<file path="src/rtl/x_alp_uart_rx.sv">
// Oversampling UART receiver (8 data bits, LSB first) with a small receive FIFO.
// Define X_ALP_UART_RX_PARITY_EN to add one even-parity bit after the data bits.
module x_alp_uart_rx #(
  parameter int OVERSAMPLE = 16,
  parameter int FIFO_DEPTH = 4
) (
  input  logic        clk_i,
  input  logic        rst_i,
  input  logic        rx_i,
  input  logic        enable_i,
  input  logic [15:0] div_i,
  output logic [7:0]  rdata_o,
  output logic        rvalid_o,
  input  logic        rready_i,
  output logic        frame_err_o,
  output logic        parity_err_o,
  output logic        overrun_o,
  output logic        busy_o
);

  localparam int AW  = $clog2(FIFO_DEPTH);
  localparam int OSW = $clog2(OVERSAMPLE);
  localparam logic [OSW-1:0] OS_LAST = OSW'(OVERSAMPLE - 1);
  localparam logic [OSW-1:0] OS_HALF = OSW'(OVERSAMPLE / 2 - 1);
  localparam logic [AW:0]    DEPTH_C = (AW + 1)'(FIFO_DEPTH);

  typedef enum logic [2:0] {
    S_IDLE,
    S_START,
    S_DATA,
`ifdef X_ALP_UART_RX_PARITY_EN
    S_PARITY,
`endif
    S_STOP,
    S_WAIT_HIGH
  } state_e;

  state_e         state_q, state_d;
  logic           sync1_q, sync2_q, rxs;
  logic [15:0]    div_cnt_q, div_cnt_d, div_eff;
  logic           tick;
  logic [OSW-1:0] os_cnt_q, os_cnt_d;
  logic [2:0]     bit_cnt_q, bit_cnt_d;
  logic [7:0]     shift_q, shift_d;
  logic           push_q, push_d;
  logic           ferr_q, ferr_d;
  logic           ovr_q, ovr_d;
`ifdef X_ALP_UART_RX_PARITY_EN
  logic           par_bad_q, par_bad_d;
  logic           perr_q, perr_d;
`endif

  logic [7:0]     mem_q [FIFO_DEPTH];
  logic [AW-1:0]  wptr_q, rptr_q;
  logic [AW:0]    count_q, count_d;
  logic           full, pop, wr;

  assign rxs     = sync2_q;
  assign busy_o  = (state_q != S_IDLE);
  assign div_eff = (div_i == 16'd0) ? 16'd1 : div_i;
  assign tick    = busy_o && (div_cnt_q == div_eff - 16'd1);

  always_ff @(posedge clk_i or posedge rst_i) begin
    if (rst_i) begin
      sync1_q <= 1'b1;
      sync2_q <= 1'b1;
    end else begin
      sync1_q <= rx_i;
      sync2_q <= sync1_q;
    end
  end

  // Divider sits at zero while idle, so a frame always starts on a fresh tick period.
  always_comb begin
    div_cnt_d = div_cnt_q + 16'd1;
    if (!busy_o || tick) div_cnt_d = 16'd0;
  end

  always_comb begin
    state_d   = state_q;
    os_cnt_d  = os_cnt_q;
    bit_cnt_d = bit_cnt_q;
    shift_d   = shift_q;
    push_d    = 1'b0;
    ferr_d    = 1'b0;
`ifdef X_ALP_UART_RX_PARITY_EN
    par_bad_d = par_bad_q;
    perr_d    = 1'b0;
`endif
    case (state_q)
      S_IDLE: begin
        if (!rxs && enable_i) begin
          state_d   = S_START;
          os_cnt_d  = '0;
          bit_cnt_d = '0;
        end
      end
      S_START: begin
        if (tick) begin
          if (os_cnt_q == OS_HALF) begin
            os_cnt_d = '0;
            state_d  = rxs ? S_IDLE : S_DATA;
          end else begin
            os_cnt_d = os_cnt_q + OSW'(1);
          end
        end
      end
      S_DATA: begin
        if (tick) begin
          if (os_cnt_q == OS_LAST) begin
            os_cnt_d  = '0;
            shift_d   = {rxs, shift_q[7:1]};
            bit_cnt_d = bit_cnt_q + 3'd1;
            if (bit_cnt_q == 3'd7) begin
`ifdef X_ALP_UART_RX_PARITY_EN
              state_d = S_PARITY;
`else
              state_d = S_STOP;
`endif
            end
          end else begin
            os_cnt_d = os_cnt_q + OSW'(1);
          end
        end
      end
`ifdef X_ALP_UART_RX_PARITY_EN
      S_PARITY: begin
        if (tick) begin
          if (os_cnt_q == OS_LAST) begin
            os_cnt_d  = '0;
            par_bad_d = ^{shift_q, rxs};
            state_d   = S_STOP;
          end else begin
            os_cnt_d = os_cnt_q + OSW'(1);
          end
        end
      end
`endif
      S_STOP: begin
        if (tick) begin
          if (os_cnt_q == OS_LAST) begin
            os_cnt_d = '0;
            if (!rxs) begin
              ferr_d  = 1'b1;
              state_d = S_WAIT_HIGH;
            end else begin
              state_d = S_IDLE;
`ifdef X_ALP_UART_RX_PARITY_EN
              if (par_bad_q) perr_d = 1'b1;
              else           push_d = 1'b1;
`else
              push_d = 1'b1;
`endif
            end
          end else begin
            os_cnt_d = os_cnt_q + OSW'(1);
          end
        end
      end
      S_WAIT_HIGH: begin
        if (rxs) state_d = S_IDLE;
      end
      default: state_d = S_IDLE;
    endcase
    // Disabling drops any frame in flight silently.
    if (!enable_i) begin
      state_d = S_IDLE;
      push_d  = 1'b0;
      ferr_d  = 1'b0;
`ifdef X_ALP_UART_RX_PARITY_EN
      perr_d  = 1'b0;
`endif
    end
  end

  always_ff @(posedge clk_i or posedge rst_i) begin
    if (rst_i) begin
      state_q   <= S_IDLE;
      div_cnt_q <= '0;
      os_cnt_q  <= '0;
      bit_cnt_q <= '0;
      shift_q   <= '0;
      push_q    <= 1'b0;
      ferr_q    <= 1'b0;
      ovr_q     <= 1'b0;
`ifdef X_ALP_UART_RX_PARITY_EN
      par_bad_q <= 1'b0;
      perr_q    <= 1'b0;
`endif
    end else begin
      state_q   <= state_d;
      div_cnt_q <= div_cnt_d;
      os_cnt_q  <= os_cnt_d;
      bit_cnt_q <= bit_cnt_d;
      shift_q   <= shift_d;
      push_q    <= push_d;
      ferr_q    <= ferr_d;
      ovr_q     <= ovr_d;
`ifdef X_ALP_UART_RX_PARITY_EN
      par_bad_q <= par_bad_d;
      perr_q    <= perr_d;
`endif
    end
  end

  // The shift register still holds the finished byte in the push cycle.
  assign full     = (count_q == DEPTH_C);
  assign rvalid_o = (count_q != '0);
  assign pop      = rvalid_o && rready_i;
  assign wr       = push_q && (!full || pop);
  assign ovr_d    = push_q && full && !pop;
  assign rdata_o  = rvalid_o ? mem_q[rptr_q] : 8'h00;

  always_comb begin
    count_d = count_q;
    if (wr && !pop)      count_d = count_q + (AW + 1)'(1);
    else if (!wr && pop) count_d = count_q - (AW + 1)'(1);
  end

  always_ff @(posedge clk_i or posedge rst_i) begin
    if (rst_i) begin
      wptr_q  <= '0;
      rptr_q  <= '0;
      count_q <= '0;
    end else begin
      count_q <= count_d;
      if (wr)  wptr_q <= wptr_q + AW'(1);
      if (pop) rptr_q <= rptr_q + AW'(1);
    end
  end

  always_ff @(posedge clk_i) begin
    if (wr) mem_q[wptr_q] <= shift_q;
  end

  assign frame_err_o = ferr_q;
  assign overrun_o   = ovr_q;
`ifdef X_ALP_UART_RX_PARITY_EN
  assign parity_err_o = perr_q;
`else
  assign parity_err_o = 1'b0;
`endif

endmodule

</file>
<file path="config.mk">
export PLATFORM = sky130hd
export DESIGN_NAME = x_alp_uart_rx
export DESIGN_NICKNAME = d
export VERILOG_FILES = /design/src/rtl/x_alp_uart_rx.sv
export SDC_FILE = /design/constraint.sdc
export NUM_CORES = 1
export LEC_CHECK = 0
export CELL_PAD_IN_SITES_DETAIL_PLACEMENT = 1
export CELL_PAD_IN_SITES_GLOBAL_PLACEMENT = 1
export CORE_MARGIN = 2
export CORE_UTILIZATION = 47
export CTS_CLUSTER_SIZE = 30
export DETAILED_ROUTE_END_ITERATION = 12
export PLACE_DENSITY_LB_ADDON = 0.3
export SYNTH_ARGS = -nofsm -noshare
export SYNTH_HDL_FRONTEND = slang
export SYNTH_SLANG_ARGS = --single-unit
</file>
<file path="constraint.sdc">
create_clock -name clk_i -period 2.8 [get_ports clk_i]
set_clock_uncertainty 0.05 [all_clocks]
set_input_delay 0.56 -clock clk_i [delete_from_list [all_inputs] [get_ports clk_i]]
set_output_delay 0.56 -clock clk_i [all_outputs]
set_load 0.03 [all_outputs]
</file>
# Yosys cells after proc, flatten, opt, wreduce, memory -nomap -nowiden

Memory sizes are Yosys's and may differ from the RTL's.
Cells that the tools add are included.

Add/subtract/negate cells: 8
Equal/unequal tests: 23
Muxes and demuxes: 40
Reductions and logical operators: 27

Operator list:

| cell                    | count |
|---|---|
| $mux W3                 | 16 |
| $mux W16                | 2 |
| $ne A3 B3 Y1 const B    | 9 |
| $mux W4                 | 5 |
| $add A16 B1 Y16 const B | 1 |
| $eq A16 B16 Y1          | 1 |
| $logic_not A16 Y1       | 1 |
| $sub A16 B1 Y16 const B | 1 |
| $pmux W3 S5             | 1 |
| $mux W1                 | 12 |
| $pmux W4 S3             | 1 |
| $eq A3 B3 Y1 const B    | 3 |
| $reduce_and A9 Y1       | 1 |
| $reduce_bool A3 Y1      | 3 |
| $logic_and A1 B1 Y1     | 8 |
| $mux W8                 | 1 |
| $ne A2 B2 Y1 const B    | 4 |
| $reduce_and A4 Y1       | 2 |
| $add A3 B1 Y3 const B   | 2 |
| $eq A3 B2 Y1 const B    | 2 |
| $pmux W3 S2             | 1 |
| $logic_not A1 Y1        | 5 |
| $add A2 B1 Y2 const B   | 2 |
| $add A4 B1 Y4 const B   | 1 |
| other kinds (11)        | 13 |

Flip-flop bits (word level): 46
Bits in writable memories: 32
Input bits: 21
Word-level logic and storage cells: 112
Memories: 1

Memory list:

| name  | depth | width | rd ports | clocked after memory_dff | wr ports | line | text |
|---|---|---|---|---|---|---|---|
| mem_q | 4     | 8     | 1        | 0                        | 1        | 53   | `logic [7:0] mem_q [FIFO_DEPTH];` |

# Longest topological paths before layout

Gate-level depths: netlist (run 1).

Depth in word-level cells: 8
Depth in mapped cells: 16
Gate-level depth less buffers: 13

# Worst setup path before layout (run 1)

OpenSTA, ideal clock, no wires.

Kind: input-to-reg
Start point: input div_i[2]
End point: register shift_q[0]
Arrival time: 3.360 ns
Slack: -0.735 ns
Stages: 13
Path buffers: 2
Path through: nor4_4 -> and4_4 -> and2_1 -> nor2_1 -> ha_1 -> clkbuf_1 -> xnor2_1 -> xnor2_1 -> nor4_1 -> nand4b_1 -> nor3_2 -> buf_6 -> mux2_2

Cells in the longest elaborated chain, start to end: 6

Ends and longest elaborated chain:

| item                            | line | text |
|---|---|---|
| from (decl)                     | 11   | `input logic [15:0] div_i,` |
| $logic_not A16 Y1               | 60   | `assign div_eff = (div_i == 16'd0) ? 16'd1 : div_i;` |
| $mux W16 (*)                    | 60   |  |
| $sub A16 B1 Y16 (*)             | 61   | `assign tick = busy_o && (div_cnt_q == div_eff - 16'd1);` |
| $eq A16 B16 Y1 (*)              | 61   |  |
| $logic_and A1 B1 Y1 (*)         | 61   |  |
| $reduce_and A3 Y1 (no line) (*) | n/a  |  |
| to (signal assigned)            | 195  | `shift_q <= shift_d;` |
| to (decl)                       | 44   | `logic [7:0] shift_q, shift_d;` |

Mark *: on every way between the ends. The rest lies on a longest branch, timed or not.
A chain may end at the register's enable or synchronous reset.

# Worst setup path after layout (run 1)

Start point: input div_i[11]
End point: register bit_cnt_q[0]

Cells in the longest elaborated chain, start to end: 7

Ends and longest elaborated chain:

| item                            | line | text |
|---|---|---|
| $logic_not A16 Y1               | 60   |  |
| $mux W16 (*)                    | 60   |  |
| $sub A16 B1 Y16 (*)             | 61   |  |
| $eq A16 B16 Y1 (*)              | 61   |  |
| $logic_and A1 B1 Y1 (*)         | 61   |  |
| $ne A2 B2 Y1 (no line) (*)      | n/a  |  |
| $reduce_and A4 Y1 (no line) (*) | n/a  |  |
| to (signal assigned)            | 194  | `bit_cnt_q <= bit_cnt_d;` |
| to (decl)                       | 43   | `logic [2:0] bit_cnt_q, bit_cnt_d;` |

Marks and branches as above.

==> run summary, run 1 <==
The least setup slack across all paths after layout is -561.9 ps. The number of fillers in the final layout is 899. The average wire per cell in the routed design came out at between 20 and 25 um.

The final setup violation count came out at 36. The maximum number of buffers from clock root to sink is 2. The maximum clock frequency is 297.4 MHz. The cell family with the largest share of critical-path delay is simple AND/OR/NAND/NOR gates.

The antenna diode instance count came out at 0. The largest incremental delay on the critical path came out at 550 ps. The wire length of the first global-routing pass is 18320 um.

Clock tree synthesis inserted a total of 9 buffers. The number of placed I/O pins came out at 34. The count of routing violations after the opening detailed-route iteration is 141. The worst hold path begins at sync1_q.

The area enclosed by the die boundary is 9609 um2. The number of standard cells in the layout, taps in and fillers out is 550. The flip-flop and latch area is 2115 um2. The final reports fail on negative setup slack.

The die span in y came out at 98.03 um. Synthesis handed over a netlist of between 300 and 400 instances. The count of endpoints failing hold in the final timing report came out at 0.

Counting tap cells, the placed design contains a total of 520 instances. The startpoint identified for the worst register-to-register timing path is div_cnt_q[5]. Buffers inserted to repair hold after CTS numbered 0.

The clock transition at the register clock pins on the worst setup and hold paths after CTS is approximately 80 ps. The count of state elements after synthesis came out at 78. The final worst-path cycle share is 120.1%. The min-delay analysis places its worst path in the category flop to flop. The H-tree depth is 3.

The peak supply drop is 321.3 uV. After detailed routing, the number of vias per cell comes to 5.751. Detailed placement finished with a half-perimeter wire length of 7186 um. TritonCTS built the clock tree. The endpoint of the worst hold-timing path is rxs. The type of destination of the critical path is a flop. The global placement routability congestion came out at about 0.9. The shortest period the worst path allows is 3362 ps.

The floorplan die width is 98.03 um. The number of nets in the final layout is approximately 470. The number of global-route vias before repair came out at 3561. The share of layout cells above drive strength 1 came out at 33.71%.

The number of input and output port buffers inserted came out at 32. The final wirelength is 11440 um. By area the synthesized netlist is led by sky130_fd_sc_hd__dfrtp_1 (26%), sky130_fd_sc_hd__edfxtp_1 (23%), sky130_fd_sc_hd__xnor2_1 (4.4%), sky130_fd_sc_hd__mux4_2 (4.3%), sky130_fd_sc_hd__xor2_1 (3.6%).

The ratio of total power to cell area is between 400 and 500 nW/um2. The minimum setup slack among reg-to-reg paths is 100 ps. The Yosys warning count came out at 0. The capture point of the worst reg-to-reg path is state_q[1]. In the routed design, unresolved DRC markers number 0.

The final cell utilization of the core came out at 63.52%. The synthesized netlist occupies a cell area of 4155 um2. The sequential fraction of the synthesis area came out at 50.89%. The max-cap check violation count is 0. The placeable core region came out at between 8000 and 9000 um2. The wire length on met3 came out at ~360 um. After synthesis, the largest area contributor takes up 26.50% of total cell area. The cell count of the worst hold path is 0.

The combined buffer and inverter count along the critical path is 4. The cell count of the worst reg-to-reg path came out at 8. The library cell used as clock root buffer is sky130_fd_sc_hd__clkbuf_8. The highest layer touched by signal routing is met4. Summing all multi-input logic gate instances after layout gives 2196 um2. The leakage power of the design came out at 2.311 nW.

Counting buffers and inverters, the worst setup path is 17 cells deep. The number of clock sinks is 78. The largest net degree at the start of global routing came out at 18.

The power after layout is 2.369 mW. The total length of routed met2 wires is about 6200 um. The async set or reset register ratio after synthesis is 58.97%. The run finished, with violations left. The total overflow left after global routing is 0. The master of the slowest instance on the critical path is sky130_fd_sc_hd__or4_4. The mean cell area of the mapped netlist is 11.84 um2. The post-synthesis cell type count is 67.

The post-detailed-route count of antenna-violating nets came out at 0. The met1 wire length came out at around 4600 um. Setup repair after global routing could not meet its margin everywhere.

The signal on the critical path passes through buf_6, or4_4, nor2_4, and2_4, nor2_4, ha_4, buf_6, nor4b_4, nand4_1, xnor2_1, nor4_2, nand4b_1, buf_4, nor2_4, buf_6, o31ai_2, mux2_4. The first detailed-routing pass took 4 iterations. The highest fanout seen on the critical path is 5. Data arrives at the worst endpoint at 3560 ps. The worst setup path is of the input port to flop kind. The number of antenna violations at the first check in global routing is 0.

STA classifies the critical path startpoint as an input port. The biggest area contributor in the post-synthesis netlist is sky130_fd_sc_hd__dfrtp_1. The combined global-route utilization of all metal layers is 24.71%. For this run, the leading register cell type out of synthesis is sky130_fd_sc_hd__dfrtp_1.

Counting every net in the synthesized netlist gives 383. The floorplan row count came out at 34. The post-synthesis to final-layout area growth came out at 32.01%. The final max-slew violation count came out at 0.

The final route contains 3163 vias. The initial core utilization is 48.12%. STA puts the critical path data required time at between 2000 and 3000 ps. The clock network latency to the later pin of the worst-skew pair came out at 360 ps. The number of enable-type register cells in the synthesized netlist came out at 32.
-- Yosys cell counts, types with 2 or more instances --
cell type	n
sky130_fd_sc_hd__dfstp_2	2
sky130_fd_sc_hd__a22o_1	2
sky130_fd_sc_hd__dfrtp_1	44
sky130_fd_sc_hd__nand2_1	25
sky130_fd_sc_hd__nor3b_1	4
sky130_fd_sc_hd__buf_6	2
sky130_fd_sc_hd__and2_1	15
sky130_fd_sc_hd__nor2_2	3
sky130_fd_sc_hd__mux2i_1	7
sky130_fd_sc_hd__or3b_2	2
sky130_fd_sc_hd__nor2b_1	6
sky130_fd_sc_hd__mux2_2	10
sky130_fd_sc_hd__o21ai_0	5
sky130_fd_sc_hd__nand4b_1	5
sky130_fd_sc_hd__nor2_1	29
sky130_fd_sc_hd__nand3b_1	2
sky130_fd_sc_hd__xor2_1	17
sky130_fd_sc_hd__mux4_2	8
sky130_fd_sc_hd__a31oi_1	3
sky130_fd_sc_hd__nand2b_1	3
sky130_fd_sc_hd__or3_1	5
sky130_fd_sc_hd__a21oi_1	5
sky130_fd_sc_hd__nand3_1	17
sky130_fd_sc_hd__edfxtp_1	32
sky130_fd_sc_hd__nor4b_1	3
sky130_fd_sc_hd__clkbuf_1	6
sky130_fd_sc_hd__and3_1	5
sky130_fd_sc_hd__or2_2	3
sky130_fd_sc_hd__ha_1	10
sky130_fd_sc_hd__or4_4	2
sky130_fd_sc_hd__inv_1	8
sky130_fd_sc_hd__xnor2_1	21
sky130_fd_sc_hd__nor3_1	6
-- kinds of logic after synthesis --
kind of cell | share of synthesized area, %
adders and majority gates | 3.493
muxes | 8.732
and+or+nand+nor | 20.51
other | 0.09025
buffers and inverters | 2.680
AOI/OAI and AO/OA | 5.601
DFF | 50.89
xor gates and xnor gates | 8.010
-- what timing repair did --
action,in CTS,in global routing
pin swaps,21,28
buffers inserted,15,2
endpoints found under the setup margin,44,36
gates resized for setup,65,46
gates cloned,1,0
-- how the worst max path moves through the flow --
stage	to	start
finish	bit_cnt_q[0]	div_i[11]
global route	os_cnt_q[0]	div_i[11]
global placement	shift_q[6]	div_i[11]
detailed placement	shift_q[6]	div_i[11]
CTS	state_q[1]	div_i[14]
floorplan	shift_q[0]	div_i[5]
-- placed cells by master, fill, tap and decap left out, types with 4 or more instances in the layout --
cell type	n
sky130_fd_sc_hd__and2_1	14
sky130_fd_sc_hd__nor2_4	19
sky130_fd_sc_hd__xor2_1	17
sky130_fd_sc_hd__nand4b_1	5
sky130_fd_sc_hd__dlygate4sd2_1	16
sky130_fd_sc_hd__nor3b_1	4
sky130_fd_sc_hd__buf_4	42
sky130_fd_sc_hd__ha_1	9
sky130_fd_sc_hd__dfrtp_1	44
sky130_fd_sc_hd__clkbuf_8	10
sky130_fd_sc_hd__mux2i_1	6
sky130_fd_sc_hd__mux2_4	9
sky130_fd_sc_hd__mux4_2	8
sky130_fd_sc_hd__or3_1	5
sky130_fd_sc_hd__nor2_1	13
sky130_fd_sc_hd__inv_1	7
sky130_fd_sc_hd__nor2b_1	6
sky130_fd_sc_hd__xnor2_1	20
sky130_fd_sc_hd__nand2_1	25
sky130_fd_sc_hd__nand3_1	15
sky130_fd_sc_hd__and3_1	5
sky130_fd_sc_hd__a21oi_1	5
sky130_fd_sc_hd__edfxtp_1	32
sky130_fd_sc_hd__buf_6	12
sky130_fd_sc_hd__clkdlybuf4s50_1	8
sky130_fd_sc_hd__o21ai_0	5
-- report_power, final --
group / internal (mW) / switching (mW) / total (mW) / leakage, nW
clock: 0.493 / 0.436 / 0.928 / 0.112
combinational: 0.106 / 0.130 / 0.235 / 1.26
sequential: 1.19 / 0.0140 / 1.21 / 0.942
-- final cells by class --
cell class	count	area share, %
repair buffers	87	14.42
flip-flops and latches	78	38.55
clock buffers	12	3.034
well taps	108	2.464
clock inverters	4	0.9580
inverters	8	0.5474
multi-input cells	253	40.03
-- per-layer routing --
metal	global-route usage (%)	vias up
met5	0	-
met2	44.42	83
li1	-	1436
met1	28.60	1612
met4	9.936	0
met3	5.369	32
-- through the flow --
stage          hold slack [ps]  cell area, um2  setup WS, ps  TNS, ps
3_3_place_gp             295.5            4891         -1041   -34060
2_1_floorplan            295.2            4207        -633.1   -19110
5_1_grt                  316.2            5485        -636.2   -20270
6_report                 310.0            5485        -561.9   -18060
3_5_place_dp             298.7            4891         -1146   -37160
4_1_cts                  311.0            5328        -439.2   -13150
-- state kept, by name (all words and copies together) (netlist names) --
| signal | flops |
|---|---|
| wptr_q | 2 |
| frame_err_o | 1 |
| count_q | 3 |
| overrun_o | 1 |
| sync1_q | 1 |
| os_cnt_q | 4 |
| shift_q | 8 |
| mem_q | 32 |
| bit_cnt_q | 3 |
| div_cnt_q | 16 |
| state_q | 3 |
| push_q | 1 |
| rxs | 1 |
| rptr_q | 2 |
Note: power is estimated with default switching activity, not from simulation.
==> inputs of run 2 (changes only) <==
CORE_UTILIZATION = 49   (was 47)
CTS_BUF_LIST = sky130_fd_sc_hd__clkbuf_8   (was not set)
SKIP_LAST_GASP = 1   (was not set)
==> run summary, run 2 (synthesized netlist as in run 1, its figures left out) <==
The final cell utilization of the core came out at 66.51%. The flip-flop and latch area came out at 2115 um2. The initial utilization of the core area, before any placement, comes to 50.57%.

The area enclosed by the die boundary is 9232 um2. The final wirelength came out at 12770 um. After floorplanning, the core was divided into 33 placement rows. The antenna diode instance count is 0. By startpoint and endpoint, the worst setup path is classified as input port to flop.

The congestion estimate from routability-driven global placement came to just under 0.9. The average wire per cell in the routed design is around 23 um. Once detail routing completed, the nets flagged for antenna violations numbered 0.

The worst hold path belongs to the class flop to flop. The final reports fail on negative setup slack. Setup violations remaining at the end of the flow were counted as 36.

Ranked by flip-flop count, first place goes to mem_q. The number of buffers inserted by hold repair at cts came out at 0. The leakage power of the design is 2.355 nW.

The post-place setup slack came out at -1313 ps. The max-slew headroom at the worst pin came out at between 60% and 70%. The post-synthesis to final-layout area growth is 31.53%. The clock tree from TritonCTS is done.

The number of fillers in the final layout is 806. The count of TritonRoute iterations in the first routing pass came out at 4. Leaving out fill and tap cells, the most frequent cells in the layout are sky130_fd_sc_hd__dfrtp_1 (44), sky130_fd_sc_hd__buf_4 (43), sky130_fd_sc_hd__edfxtp_1 (32). The final worst-path cycle share is 124.9%. The total DRC errors in the routed layout is 0.

The highest fanout seen on the critical path came out at 5. The multi-input combinational cell area came out at 2213 um2. The number of global-route vias before repair is 3431.

The number of input and output port buffers inserted is 32. The total clock buffers created by CTS came out at 9. The global-route met3 utilization came out at 4.464%. After clock tree synthesis, the clock-pin slew on the worst setup and hold paths is 90 ps.

The flip-flop count of the largest register, all copies and words added is 32. Data on the critical path is required at its endpoint by 2990 ps. The worst setup path is captured at a flop. The H-tree depth came out at 3. Using the TritonRoute via totals, the vias-per-cell ratio works out to 5.949. Counting I/O delays and the setup requirement, the final critical path takes 3497 ps. Once routing completed, OpenROAD measured the worst setup slack at -697.2 ps. The library cell used most frequently in the layout, excluding fill and tap cells, is sky130_fd_sc_hd__dfrtp_1.

The longest clock path from root to sink contains 2 buffers. Hold timing on the final database bottoms out at a slack of 319.3 ps. The count of endpoints failing hold in the final timing report is 0. The max-cap check violation count is 0. Global routing used 26.69% of the available tracks. The placeable core region came out at 8217 um2. The via count is 3236.

The half-perimeter wire length after detailed placement came out at 7542 um. The met2 track utilization from global routing is 48.15%. The kind of launch point of the worst setup path is an input port. Clock latency on the worst-skew pair, taken at its later pin, is 370 ps. The final max-slew violation count is 0. In this run the most used layer during global routing was met2. In this run the power density over the cells is 438.1 nW/um2. The die span in y is 96.09 um. The power after layout is 2.394 mW. Entering global routing, the biggest net connects 27 pins. The arrival time of the worst setup path is about 3700 ps.

The final layout contains 466 nets. In the final layout, the registers with the most flip-flops are mem_q: 32 flops, div_cnt_q: 16 flops, shift_q: 8 flops. The floorplan die width came out at roughly 96 um. The wire length of the first global-routing pass is about 18000 um. The actual slew at the worst max-slew pin is about 540 ps. The number of antenna violations at the first check in global routing was 0.

The peak supply drop is ~320 uV. Global routing finished with a remaining overflow of 0. The count of routing violations after the opening detailed-route iteration came out at 162. The number of clock sinks came out at 78. The met1 demand-to-capacity share in global routing came out at 31.64%. The flow ran to the end, but the final reports show violations. The cell sitting at the root of the clock tree is a sky130_fd_sc_hd__clkbuf_8. Static timing analysis puts the maximum clock frequency at 285.9 MHz. Setup repair after global routing could not meet its margin everywhere.

34 I/O pins were placed. The share of layout cells above drive strength 1 came out at 33.03%.
-- run 2: changes by cell type in the layout (fill, tap and decap cells not counted), moves of 2 or more --
cell                              change
sky130_fd_sc_hd__dlymetal6s2s_1       +4
sky130_fd_sc_hd__nand3_2              -2
sky130_fd_sc_hd__dlygate4sd2_1        -7
sky130_fd_sc_hd__buf_6                -3
sky130_fd_sc_hd__xnor2_1              -2
sky130_fd_sc_hd__clkdlybuf4s15_1      +3
sky130_fd_sc_hd__nand3_1              +2
-- run 2: report_power, final --
part           internal [mW]  switching, mW
clock                  0.499          0.445
combinational          0.108          0.137
sequential              1.19         0.0144
-- run 2: per-layer routing --
layer / vias up / wire, um
li1: 1423 / -
met5: - / 0
met1: 1652 / 4887
met4: 0 / 543
met3: 43 / 500
met2: 118 / 6838
-- run 2: what timing repair did --
item | 4_1_cts | 5_1_grt
endpoints found under the hold margin | 0 | 0
resized for setup | 58 | 51
pin swaps | 16 | 28
gates cloned | 1 | 1
endpoints found under the setup margin | 40 | 40
buffers inserted | 4 | 5
-- run 2: area by class of cell --
class                      instances  share of cell area (%)
clock buffer                       9                   2.266
tap                              105                   2.404
clock inverter                     7                   1.671
multi-input combinational        253                   40.50
inverter                           8                  0.5495
timing repair buffer              84                   13.92
sequential                        78                   38.69
-- run 2: worst paths after layout --
| kind | startpoint | endpoint | slack, ps | depth (start not counted) |
|---|---|---|---|---|
| setup / recovery | div_i[2] | shift_q[3] | -700 | 17 |
| hold / removal | sync1_q | rxs | 320 | 0 |
| setup reg to reg | div_cnt_q[5] | div_cnt_q[7] | -210 | 10 |
| hold reg to reg | sync1_q | rxs | 320 | 0 |
| max in group asynchronous | rst_i | rxs | 1540 | 3 |
| min in group asynchronous | rst_i | div_cnt_q[0] | 510 | 2 |
-- run 2: worst max-delay path, stage by stage --
cell and delay [ps]:
sky130_fd_sc_hd__buf_2 130, sky130_fd_sc_hd__nor4_4 360, sky130_fd_sc_hd__and4_4 270, sky130_fd_sc_hd__and2_4 150, sky130_fd_sc_hd__nor2_4 40, sky130_fd_sc_hd__ha_4 170
sky130_fd_sc_hd__buf_6 110, sky130_fd_sc_hd__nor4b_4 120, sky130_fd_sc_hd__nand4_1 140, sky130_fd_sc_hd__xnor2_2 120, sky130_fd_sc_hd__nor4_2 330, sky130_fd_sc_hd__buf_4 180
sky130_fd_sc_hd__nand4b_1 150, sky130_fd_sc_hd__buf_4 190, sky130_fd_sc_hd__nor3_4 160, sky130_fd_sc_hd__buf_6 170, sky130_fd_sc_hd__mux2_4 310
-- run 2: stage by stage --
step                      TNS (ps)  instances  area (um2)
after floorplan             -19110        351        4207
after global placement      -32560        518        4907
after detailed placement    -43630        518        4907
after CTS                   -14460        539        5233
after global routing        -26870        544        5465
final                       -23240        544        5465
